===== config.mk =====
export PLATFORM = sky130hd
export DESIGN_NAME = sr595_rx_flat
export DESIGN_NICKNAME = d
export VERILOG_FILES = /design/src/rtl/sr595_rx_if.sv /design/src/rtl/sr595_rx.sv /design/src/flat_wrapper.sv
export SDC_FILE = /design/constraint.sdc
export NUM_CORES = 1
export LEC_CHECK = 0
export ABC_AREA = 1
export CAP_MARGIN = 20
export CORE_ASPECT_RATIO = 1.1
export CORE_MARGIN = 2
export CORE_UTILIZATION = 40
export CTS_CLUSTER_DIAMETER = 100
export DETAILED_ROUTE_END_ITERATION = 8
export DONT_BUFFER_PORTS = 1
export GPL_TIMING_DRIVEN = 0
export PLACE_DENSITY = 0.52
export SLEW_MARGIN = 20
export SYNTH_ARGS = -nofsm -noshare
export SYNTH_HDL_FRONTEND = slang
export SYNTH_SLANG_ARGS = --single-unit

===== constraint.sdc =====
create_clock -name GCLK -period 1.7 [get_ports GCLK]
set_clock_uncertainty 0.1 [all_clocks]
set_input_delay 0.255 -clock GCLK [delete_from_list [all_inputs] [get_ports GCLK]]
set_output_delay 0.255 -clock GCLK [all_outputs]
set_load 0.1 [all_outputs]

===== src/rtl/sr595_rx_if.sv =====
`default_nettype none
// ============================================================================
//  Module      : sr595_rx_if
//  Description : Bundle of the 74HC595-style serial link pins and the
//                decoded frame outputs of sr595_rx.
//                master : the transmitter / consumer side.
//                slave  : the receiver (sr595_rx).
//  Signals     : sclk_in, sdata_in, slatch_in  serial shift clock/data/latch
//                frame[WIDTH-1:0]              last committed frame
//                frame_valid, frame_err        commit pulse / wrong bit count
//                digit[3:0], digit_ok          hex decode of frame[6:0]
//                frame_cnt[7:0]                committed frame counter
//  Revision    : 1.0  initial release
// ============================================================================
interface sr595_rx_if #(
  parameter int WIDTH = 16
);
  logic             sclk_in;
  logic             sdata_in;
  logic             slatch_in;
  logic [WIDTH-1:0] frame;
  logic             frame_valid;
  logic             frame_err;
  logic [3:0]       digit;
  logic             digit_ok;
  logic [7:0]       frame_cnt;

  modport master (
    output sclk_in, sdata_in, slatch_in,
    input  frame, frame_valid, frame_err, digit, digit_ok, frame_cnt
  );

  modport slave (
    input  sclk_in, sdata_in, slatch_in,
    output frame, frame_valid, frame_err, digit, digit_ok, frame_cnt
  );
endinterface
`default_nettype wire


===== src/rtl/sr595_rx.sv =====
`default_nettype none
// ============================================================================
//  Module      : sr595_rx
//  Description : Receiver for a 74HC595-style serial seven-segment link.
//                Serial pins are synchronized into GCLK, shifted into a
//                WIDTH-bit register on sclk rising edges and committed to
//                'frame' on slatch rising edges. The low byte of the frame
//                is decoded as a seven-segment hex digit.
//  Ports       : GCLK  system clock
//                RSTN  asynchronous active-low reset
//                bus   sr595_rx_if.slave (serial inputs, frame outputs)
//  Revision    : 1.0  initial release
// ============================================================================
module sr595_rx #(
  parameter int WIDTH       = 16,
  parameter int MSB_FIRST   = 1,
  parameter int SEG_ACT_LOW = 0
) (
  input  wire logic   GCLK,
  input  wire logic   RSTN,
  sr595_rx_if.slave   bus
);

  localparam int             CW        = $clog2(WIDTH + 2);
  localparam logic [CW-1:0]  CNT_FULL  = CW'(WIDTH);
  localparam logic [CW-1:0]  CNT_SAT   = CW'(WIDTH + 1);

  // Pin vectors are ordered {sclk, sdata, slatch}.
  localparam int SCLK_B  = 2;
  localparam int SDATA_B = 1;
  localparam int SLTCH_B = 0;

  logic [2:0]       sync1_q, sync1_d;
  logic [2:0]       sync2_q, sync2_d;
  logic [2:0]       hist_q,  hist_d;
  logic [WIDTH-1:0] shift_q, shift_d;
  logic [CW-1:0]    bit_cnt_q, bit_cnt_d;
  logic [WIDTH-1:0] frame_q, frame_d;
  logic             frame_valid_q, frame_valid_d;
  logic             frame_err_q, frame_err_d;
  logic [3:0]       digit_q, digit_d;
  logic             digit_ok_q, digit_ok_d;
  logic [7:0]       frame_cnt_q, frame_cnt_d;

  logic [2:0]       rise;
  logic [WIDTH-1:0] shifted;
  logic [WIDTH-1:0] shift_nx;
  logic [CW-1:0]    bit_cnt_nx;
  logic [6:0]       seg_in;
  logic [4:0]       seg_dec;
  logic             unused_sdata_rise;

  // Returns {ok, digit}; unknown patterns decode to {0, 0}.
  function automatic logic [4:0] seg_decode(input logic [6:0] seg);
    case (seg)
      7'h3F:   seg_decode = {1'b1, 4'h0};
      7'h06:   seg_decode = {1'b1, 4'h1};
      7'h5B:   seg_decode = {1'b1, 4'h2};
      7'h4F:   seg_decode = {1'b1, 4'h3};
      7'h66:   seg_decode = {1'b1, 4'h4};
      7'h6D:   seg_decode = {1'b1, 4'h5};
      7'h7D:   seg_decode = {1'b1, 4'h6};
      7'h07:   seg_decode = {1'b1, 4'h7};
      7'h7F:   seg_decode = {1'b1, 4'h8};
      7'h6F:   seg_decode = {1'b1, 4'h9};
      7'h77:   seg_decode = {1'b1, 4'hA};
      7'h7C:   seg_decode = {1'b1, 4'hB};
      7'h39:   seg_decode = {1'b1, 4'hC};
      7'h5E:   seg_decode = {1'b1, 4'hD};
      7'h79:   seg_decode = {1'b1, 4'hE};
      7'h71:   seg_decode = {1'b1, 4'hF};
      default: seg_decode = 5'd0;
    endcase
  endfunction

  // Edge detect on the second synchronizer stage against its history flop.
  assign rise = sync2_q & ~hist_q;
  // Data is level-sampled, its edge is of no interest.
  assign unused_sdata_rise = rise[SDATA_B];

  // Data comes from the same stage as the clock so both stay aligned.
  generate
    if (MSB_FIRST != 0) begin : g_msb_first
      assign shifted = {shift_q[WIDTH-2:0], sync2_q[SDATA_B]};
    end else begin : g_lsb_first
      assign shifted = {sync2_q[SDATA_B], shift_q[WIDTH-1:1]};
    end
  endgenerate

  always_comb begin
    sync1_d = {bus.sclk_in, bus.sdata_in, bus.slatch_in};
    sync2_d = sync1_q;
    hist_d  = sync2_q;

    // Shift is resolved first so a coincident latch commits the new bit.
    shift_nx   = shift_q;
    bit_cnt_nx = bit_cnt_q;
    if (rise[SCLK_B]) begin
      shift_nx   = shifted;
      bit_cnt_nx = (bit_cnt_q == CNT_SAT) ? bit_cnt_q : bit_cnt_q + 1'b1;
    end

    seg_in  = (SEG_ACT_LOW != 0) ? ~shift_nx[6:0] : shift_nx[6:0];
    seg_dec = seg_decode(seg_in);

    // The shift register is never cleared by a commit, as on a real 595.
    shift_d       = shift_nx;
    bit_cnt_d     = bit_cnt_nx;
    frame_d       = frame_q;
    frame_valid_d = 1'b0;
    frame_err_d   = 1'b0;
    digit_d       = digit_q;
    digit_ok_d    = digit_ok_q;
    frame_cnt_d   = frame_cnt_q;

    if (rise[SLTCH_B]) begin
      frame_d       = shift_nx;
      frame_valid_d = 1'b1;
      frame_err_d   = (bit_cnt_nx != CNT_FULL);
      frame_cnt_d   = frame_cnt_q + 8'd1;
      bit_cnt_d     = '0;
      digit_d       = seg_dec[3:0];
      digit_ok_d    = seg_dec[4];
    end
  end

  always_ff @(posedge GCLK or negedge RSTN) begin
    if (!RSTN) begin
      sync1_q       <= '0;
      sync2_q       <= '0;
      hist_q        <= '0;
      shift_q       <= '0;
      bit_cnt_q     <= '0;
      frame_q       <= '0;
      frame_valid_q <= 1'b0;
      frame_err_q   <= 1'b0;
      digit_q       <= 4'd0;
      digit_ok_q    <= 1'b0;
      frame_cnt_q   <= 8'd0;
    end else begin
      sync1_q       <= sync1_d;
      sync2_q       <= sync2_d;
      hist_q        <= hist_d;
      shift_q       <= shift_d;
      bit_cnt_q     <= bit_cnt_d;
      frame_q       <= frame_d;
      frame_valid_q <= frame_valid_d;
      frame_err_q   <= frame_err_d;
      digit_q       <= digit_d;
      digit_ok_q    <= digit_ok_d;
      frame_cnt_q   <= frame_cnt_d;
    end
  end

  assign bus.frame       = frame_q;
  assign bus.frame_valid = frame_valid_q;
  assign bus.frame_err   = frame_err_q;
  assign bus.digit       = digit_q;
  assign bus.digit_ok    = digit_ok_q;
  assign bus.frame_cnt   = frame_cnt_q;

endmodule
`default_nettype wire

===== src/flat_wrapper.sv =====
// flat-port wrapper written by rule: the top's interface ports become plain ports
module sr595_rx_flat 
#(
  parameter int WIDTH       = 16,
  parameter int MSB_FIRST   = 1,
  parameter int SEG_ACT_LOW = 0
)
  (GCLK, RSTN, bus_sclk_in, bus_sdata_in, bus_slatch_in, bus_frame, bus_frame_valid, bus_frame_err, bus_digit, bus_digit_ok, bus_frame_cnt);
  sr595_rx_if #(.WIDTH(WIDTH)) bus_i ();
  input  wire logic GCLK;
  input  wire logic RSTN;
  input wire logic [$bits(bus_i.sclk_in)-1:0] bus_sclk_in;
  input wire logic [$bits(bus_i.sdata_in)-1:0] bus_sdata_in;
  input wire logic [$bits(bus_i.slatch_in)-1:0] bus_slatch_in;
  output wire logic [$bits(bus_i.frame)-1:0] bus_frame;
  output wire logic [$bits(bus_i.frame_valid)-1:0] bus_frame_valid;
  output wire logic [$bits(bus_i.frame_err)-1:0] bus_frame_err;
  output wire logic [$bits(bus_i.digit)-1:0] bus_digit;
  output wire logic [$bits(bus_i.digit_ok)-1:0] bus_digit_ok;
  output wire logic [$bits(bus_i.frame_cnt)-1:0] bus_frame_cnt;
  assign bus_i.sclk_in = bus_sclk_in;
  assign bus_i.sdata_in = bus_sdata_in;
  assign bus_i.slatch_in = bus_slatch_in;
  assign bus_frame = bus_i.frame;
  assign bus_frame_valid = bus_i.frame_valid;
  assign bus_frame_err = bus_i.frame_err;
  assign bus_digit = bus_i.digit;
  assign bus_digit_ok = bus_i.digit_ok;
  assign bus_frame_cnt = bus_i.frame_cnt;
  sr595_rx #(.WIDTH(WIDTH), .MSB_FIRST(MSB_FIRST), .SEG_ACT_LOW(SEG_ACT_LOW)) u_core (.GCLK(GCLK), .RSTN(RSTN), .bus(bus_i));
endmodule

After elaboration in Yosys (flattened, before gate mapping)
Index checks and enable logic that the tools add are counted.
{ "classes": {"bitwise_logic": 2, "eq_ne": 18, "mux": 7, "addsub": 2} }
{ "op_table": {"columns": ["operator", "count"], "rows": [
  ["7-bit equality test, second input constant", 12],
  ["5-bit one-hot mux with 16 select lines", 1],
  ["16-bit 2-to-1 mux", 1],
  ["5-bit 2-to-1 mux", 3],
  ["7-bit by 3-bit equality test with 1-bit output, second input constant", 2],
  ["7-bit by 6-bit equality test with 1-bit output, second input constant", 2],
  ["8-bit by 1-bit adder with 8-bit output, second input constant", 1],
  ["5-bit by 1-bit adder with 5-bit output, second input constant", 1],
  ["5-bit equality test, second input constant", 1],
  ["5-bit inequality test, second input constant", 1],
  ["3-bit bitwise AND", 1],
  ["3-bit NOT", 1],
  ["1-bit 2-to-1 mux", 2]
]} }
{ "totals": {"in_bits": 5, "ff_bits": 61, "out_inout_bits": 31, "word_cells": 40} }

Depth between registers and ports, before layout
{ "depth": {"ltp_word": 5, "ltp_mapped": 13, "mapped_depth_nobuf": 12} }

Worst setup path after synthesis
Ideal clock, no wire load.
{ "synth_timing": {"path_type": "register to register", "startpoint": "register u_core.frame_cnt_q[0], in the netlist u_core.bus.frame_cnt[0]", "endpoint": "register u_core.frame_cnt_q[6], in the netlist u_core.bus.frame_cnt[6]", "setup_ns": 0.128, "path_slack_ns": -0.386, "synth_period_minus_slack_ns": 2.086, "required_time_ns": 1.472, "path_buffers": 0, "stages_incl_launch_ff": 6, "arrival_ns": 1.857, "path_cell_list": "dfrtp_1 > ha_1 > nand2_1 > nor3b_1 > nand3_1 > xor2_1"} }
{ "synth_between": {"elab_chain_len": 1} }
{ "synth_rtl": {"columns": ["element", "line", "text"], "rows": [
  ["start, declared", "sr595_rx.sv:43", "logic [7:0] frame_cnt_q, frame_cnt_d;"],
  ["start signal, assigned", "sr595_rx.sv:151", "frame_cnt_q <= frame_cnt_d;"],
  ["8-bit by 1-bit adder with 8-bit output", "sr595_rx.sv:120", "frame_cnt_d = frame_cnt_q + 8'd1;"]
]} }
No other way between the ends.
A chain may end at the register's enable or synchronous reset.

Worst setup path after layout
{ "layout_timing": {"startpoint": "register u_core.hist_q[2]", "endpoint": "register u_core.digit_ok_q, in the netlist u_core.bus.digit_ok"} }
{ "layout_between": {"elab_chain_len": 5, "elab_cells_between_ends": 20, "classes_between": "eq/ne: 16; mux: 2; bitwise: 2"} }
{ "layout_rtl": {"columns": ["element", "line", "text"], "rows": [
  ["start, declared", "sr595_rx.sv:35", "logic [2:0] hist_q, hist_d;"],
  ["start signal, assigned", "sr595_rx.sv:143", "hist_q <= hist_d;"],
  ["3-bit NOT (*)", "sr595_rx.sv:77", "assign rise = sync2_q & ~hist_q;"],
  ["3-bit bitwise AND (*)", "sr595_rx.sv:77", null],
  ["16-bit 2-to-1 mux (*)", "sr595_rx.sv:98", "if (rise[SCLK_B]) begin"],
  ["net u_core.shift_d[1]", "sr595_rx.sv:36", "logic [WIDTH-1:0] shift_q, shift_d;"],
  ["7-bit equality test (tied with other cells)", "sr595_rx.sv:55", "case (seg)"],
  ["5-bit one-hot mux with 16 select lines (*)", "sr595_rx.sv:55", null],
  ["end signal, assigned", "sr595_rx.sv:150", "digit_ok_q <= digit_ok_d;"],
  ["end, declared", "sr595_rx.sv:42", "logic digit_ok_q, digit_ok_d;"]
]} }
The timed path passes the listed nets; every way through them passes the cells marked *.

==> results.json <==
{
  "grt_max_degree": 61,
  "crit_path_end_kind": "register",
  "ir_drop_mv": 1.051,
  "boundaryPins": 36,
  "slew-limit-headroom_pct": 37.83,
  "drive_above_1_share_pct": 30.90,
  "netlist_area_um2": 2805,
  "clk_pin_slew_ps": 70,
  "synthesis.nets": 322,
  "post_layout_nonfiller_instances": 428,
  "initial_antenna_violation_count": 0,
  "power.density_nw_per_um2": 1428,
  "achievable-frequency_mhz": 593.7,
  "buffer_ports.inserted": 0,
  "drt-vias-per-instance": 4.853,
  "area.growth.synth_to_final_pct": 21.01,
  "cts_made_buffers": 9,
  "ys.warnings.count": 0,
  "core_area_um2": 6887,
  "final.hold.worst_slack_ps": -486.4,
  "tritoncts": "built",
  "cts_htree_levels": 3,
  "clockBufferDepth": 2,
  "data_arrival_time_of_the_critical_path_ps": 1800,
  "count_of_distinct_cell_types_in_the_synthesized_netlist": 29,
  "place.detailed.instances": 399,
  "drc_marker_count_from_the_first_detailed_route_iteration": 97,
  "violations": "negative hold slack",
  "post-route-util_pct": 49.29,
  "setup_viol_count_final": 0,
  "hp-class": "primary input to asynchronous set/reset pin",
  "floorplan.rows": 32,
  "synth.largest_area_cell": "sky130_fd_sc_hd__dfrtp_1",
  "globalRouteTotalUtil_pct": 16.50,
  "power_leakage_nw": 1.667,
  "layout_setup_ws_ps": 15.71,
  "cts_root_buffer": "sky130_fd_sc_hd__clkbuf_8",
  "post-dp-hpwl_um": 4037,
  "timing.critical_path.from_type": "register",
  "cpMaxStageDelayCell": "sky130_fd_sc_hd__dfrtp_1",
  "postSynthCellCount": 314,
  "die_height_um": 91.83,
  "ant_nets": 0,
  "gp_congestion": 0.7917,
  "layout_min_cycle_time_ps": 1684,
  "cpLargestDelayFamily": "simple AND/OR/NAND/NOR gates",
  "setup.worst_path.class": "register to register",
  "number_of_iterations_in_the_first_detailed_routing_pass": 4,
  "finish.instance_area_um2": 3395,
  "critPathRequiredTime_ps": 1820,
  "path_cells": "inv_2 > nand2_4 > buf_4 > nand2_2 > nand2_4 > nand2_4 > nor2_4 > nand2_2 > nand2_4 > nor2_4 > nand2_2 > nand2_2 > nand3_2",
  "floorplan.die.width_um": 83.85,
  "pre_cts_ws_ps": -186.1,
  "detailroute.via_count": 2077,
  "final-max-slew-violation-count": 0,
  "ctsHoldBuffers": 3,
  "ys_top_cells_by_area": "sky130_fd_sc_hd__dfrtp_1 54%, sky130_fd_sc_hd__nand2_1 14%, sky130_fd_sc_hd__nor2_1 4.3%, sky130_fd_sc_hd__nand2_4 3.2%, sky130_fd_sc_hd__xor2_1 2.8%",
  "grt_setup_unrepaired": "true",
  "crit_buf_inv": 2,
  "synthesis.area_per_instance_um2": 8.934,
  "grt_overflow_total": 0,
  "clock_sinks": 60,
  "ys_seq_elements": 60,
  "timing_worst_slew_pin_value_ps": 932.6,
  "antenna_cells": 0,
  "number_of_drc_violations_after_detailed_routing": 0,
  "post_dp_cell_area_um2": 2915,
  "worst_skew_pair.late_latency_ps": 330,
  "first_global_vias": 2104,
  "synth_top_area_share_pct": 53.52,
  "post_route_fraction_of_the_period_consumed_by_the_critical_path_pct": 99.08,
  "hold_violations": 60,
  "drt_wl_total_um": 5844,
  "timing.critical_path.fanout_max": 6,
  "longest_individual_stage_delay_on_the_worst_path_ps": 390,
  "maxCapViolations": 0,
  "seq_area_frac_synth_pct": 53.52,
  "grt_first_pass_wirelength_um": 9929,
  "routedWlPerCell_um": 13.65,
  "layout.filler_cells": 655,
  "initial_core_util_pct": 40.73,
  "floorplan.die_area_um2": 7699,
  "outcome": "complete, but fails checks",
  "finish.net_count": 346
}
-- path summary, 6_finish.rpt --
| path | startpoint | endpoint | slack [ps] | cells after the start |
|---|---|---|---|---|
| min reg2reg | u_core.sync1_q[1] | u_core.hist_d[1] | 250 | 0 |
| max in group asynchronous | RSTN | u_core.hist_d[2] | 1850 | 0 |
| max reg2reg | u_core.hist_q[2] | u_core.bus.digit_ok | 20 | 13 |
| min in group GCLK | u_core.sync1_q[1] | u_core.hist_d[1] | 250 | 0 |
| min | RSTN | u_core.bus.frame[13] | -490 | 0 |
| max | u_core.hist_q[2] | u_core.bus.digit_ok | 20 | 13 |
-- state kept, by name, summed over array words and instances (netlist names) --
| register | count |
|---|---|
| u_core.bit_cnt_q | 5 |
| u_core.bus.digit | 4 |
| u_core.bus.digit_ok | 1 |
| u_core.bus.frame | 16 |
| u_core.bus.frame_cnt | 8 |
| u_core.bus.frame_err | 1 |
| u_core.bus.frame_valid | 1 |
| u_core.hist_d | 3 |
| u_core.hist_q | 2 |
| u_core.shift_q | 16 |
| u_core.sync1_q | 3 |
-- layer usage --
metal	share of wire, %	GRT usage (%)	routed length, µm
met4	2.2	6.989	131
met5	0	0	0
met3	3.9	5.131	226
met2	51	28.47	3005
met1	42	18.90	2481
-- metrics by stage --
step                      total power (W)  TNS (ps)  hold WS (ps)
after global routing             0.005080    -531.8        -510.1
after floorplan                  0.003305    -112.5        -140.6
after detailed placement         0.003467    -706.7        -138.5
after global placement           0.003449    -735.7        -138.7
final                            0.004848         0        -486.4
after CTS                        0.004829         0        -501.7
-- worst reg2reg max path, cell delays in order (launching register included) --
cell	delay, ps
sky130_fd_sc_hd__dfrtp_1	390
sky130_fd_sc_hd__inv_2	110
sky130_fd_sc_hd__nand2_4	90
sky130_fd_sc_hd__buf_4	150
sky130_fd_sc_hd__nand2_2	70
sky130_fd_sc_hd__nand2_4	70
sky130_fd_sc_hd__nand2_4	110
sky130_fd_sc_hd__nor2_4	50
sky130_fd_sc_hd__nand2_2	70
sky130_fd_sc_hd__nand2_4	60
sky130_fd_sc_hd__nor2_4	110
sky130_fd_sc_hd__nand2_2	50
sky130_fd_sc_hd__nand2_2	70
sky130_fd_sc_hd__nand3_2	70
-- synth_stat cells (all sizes together) --
library cell and count:
nor3b 1, o21ai 10, dfrtp 60, and3 1, xnor2 1, nand2 122, nand3b 1, nand3 16
a31oi 8, nor4 1, inv 22, nor2 39, xor2 9, buf 8, a21oi 1, and2 1
nand4 2, ha 3, clkbuf 2, nor3 6
-- placed cells by master, fill, tap and decap left out, drive strengths merged, types with 8 or more instances in the layout --
| cell | instances |
|---|---|
| nand2 | 122 |
| dfrtp | 60 |
| nor2 | 39 |
| inv | 22 |
| buf | 17 |
| nand3 | 16 |
| clkbuf | 15 |
| o21ai | 10 |
| xor2 | 9 |
| a31oi | 8 |
-- final cells by class --
class                           count  area (µm²)  area share, %
Clock inverter                      4       47.55          1.401
Clock buffer                       12       155.1          4.571
Tap cell                           85       106.4          3.133
Buffer                             10       78.83          2.322
Inverter                           22       82.58          2.433
Timing Repair Buffer               13       108.9          3.207
Sequential cell                    60        1519          44.75
Multi-Input combinational cell    222        1296          38.19
-- power breakdown --
| part | total [W] | leakage (nW) | switching [W] | internal [W] |
|---|---|---|---|---|
| sequential | 0.00291 | 0.763 | 0.00124 | 0.00167 |
| combinational | 0.000646 | 0.802 | 0.000390 | 0.000256 |
| clock | 0.00130 | 0.102 | 0.000545 | 0.000752 |
| total | 0.00485 | 1.67 | 0.00217 | 0.00268 |
-- cells by family after synthesis --
kind of cell	synth area share [%]
flops	53.52
compound gates	3.747
simple gates	33.01
fa+ha+maj	1.338
xor+xnor	3.122
buf+inv	5.263
-- what timing repair did --
action / CTS / global route
hold endpoints to repair: 63 / 60
setup buffers: 3 / 7
endpoints found under the setup margin: 11 / 10
gates resized for setup: 18 / 34
pin swaps: 5 / 13
(Power assumes the default switching activity.)
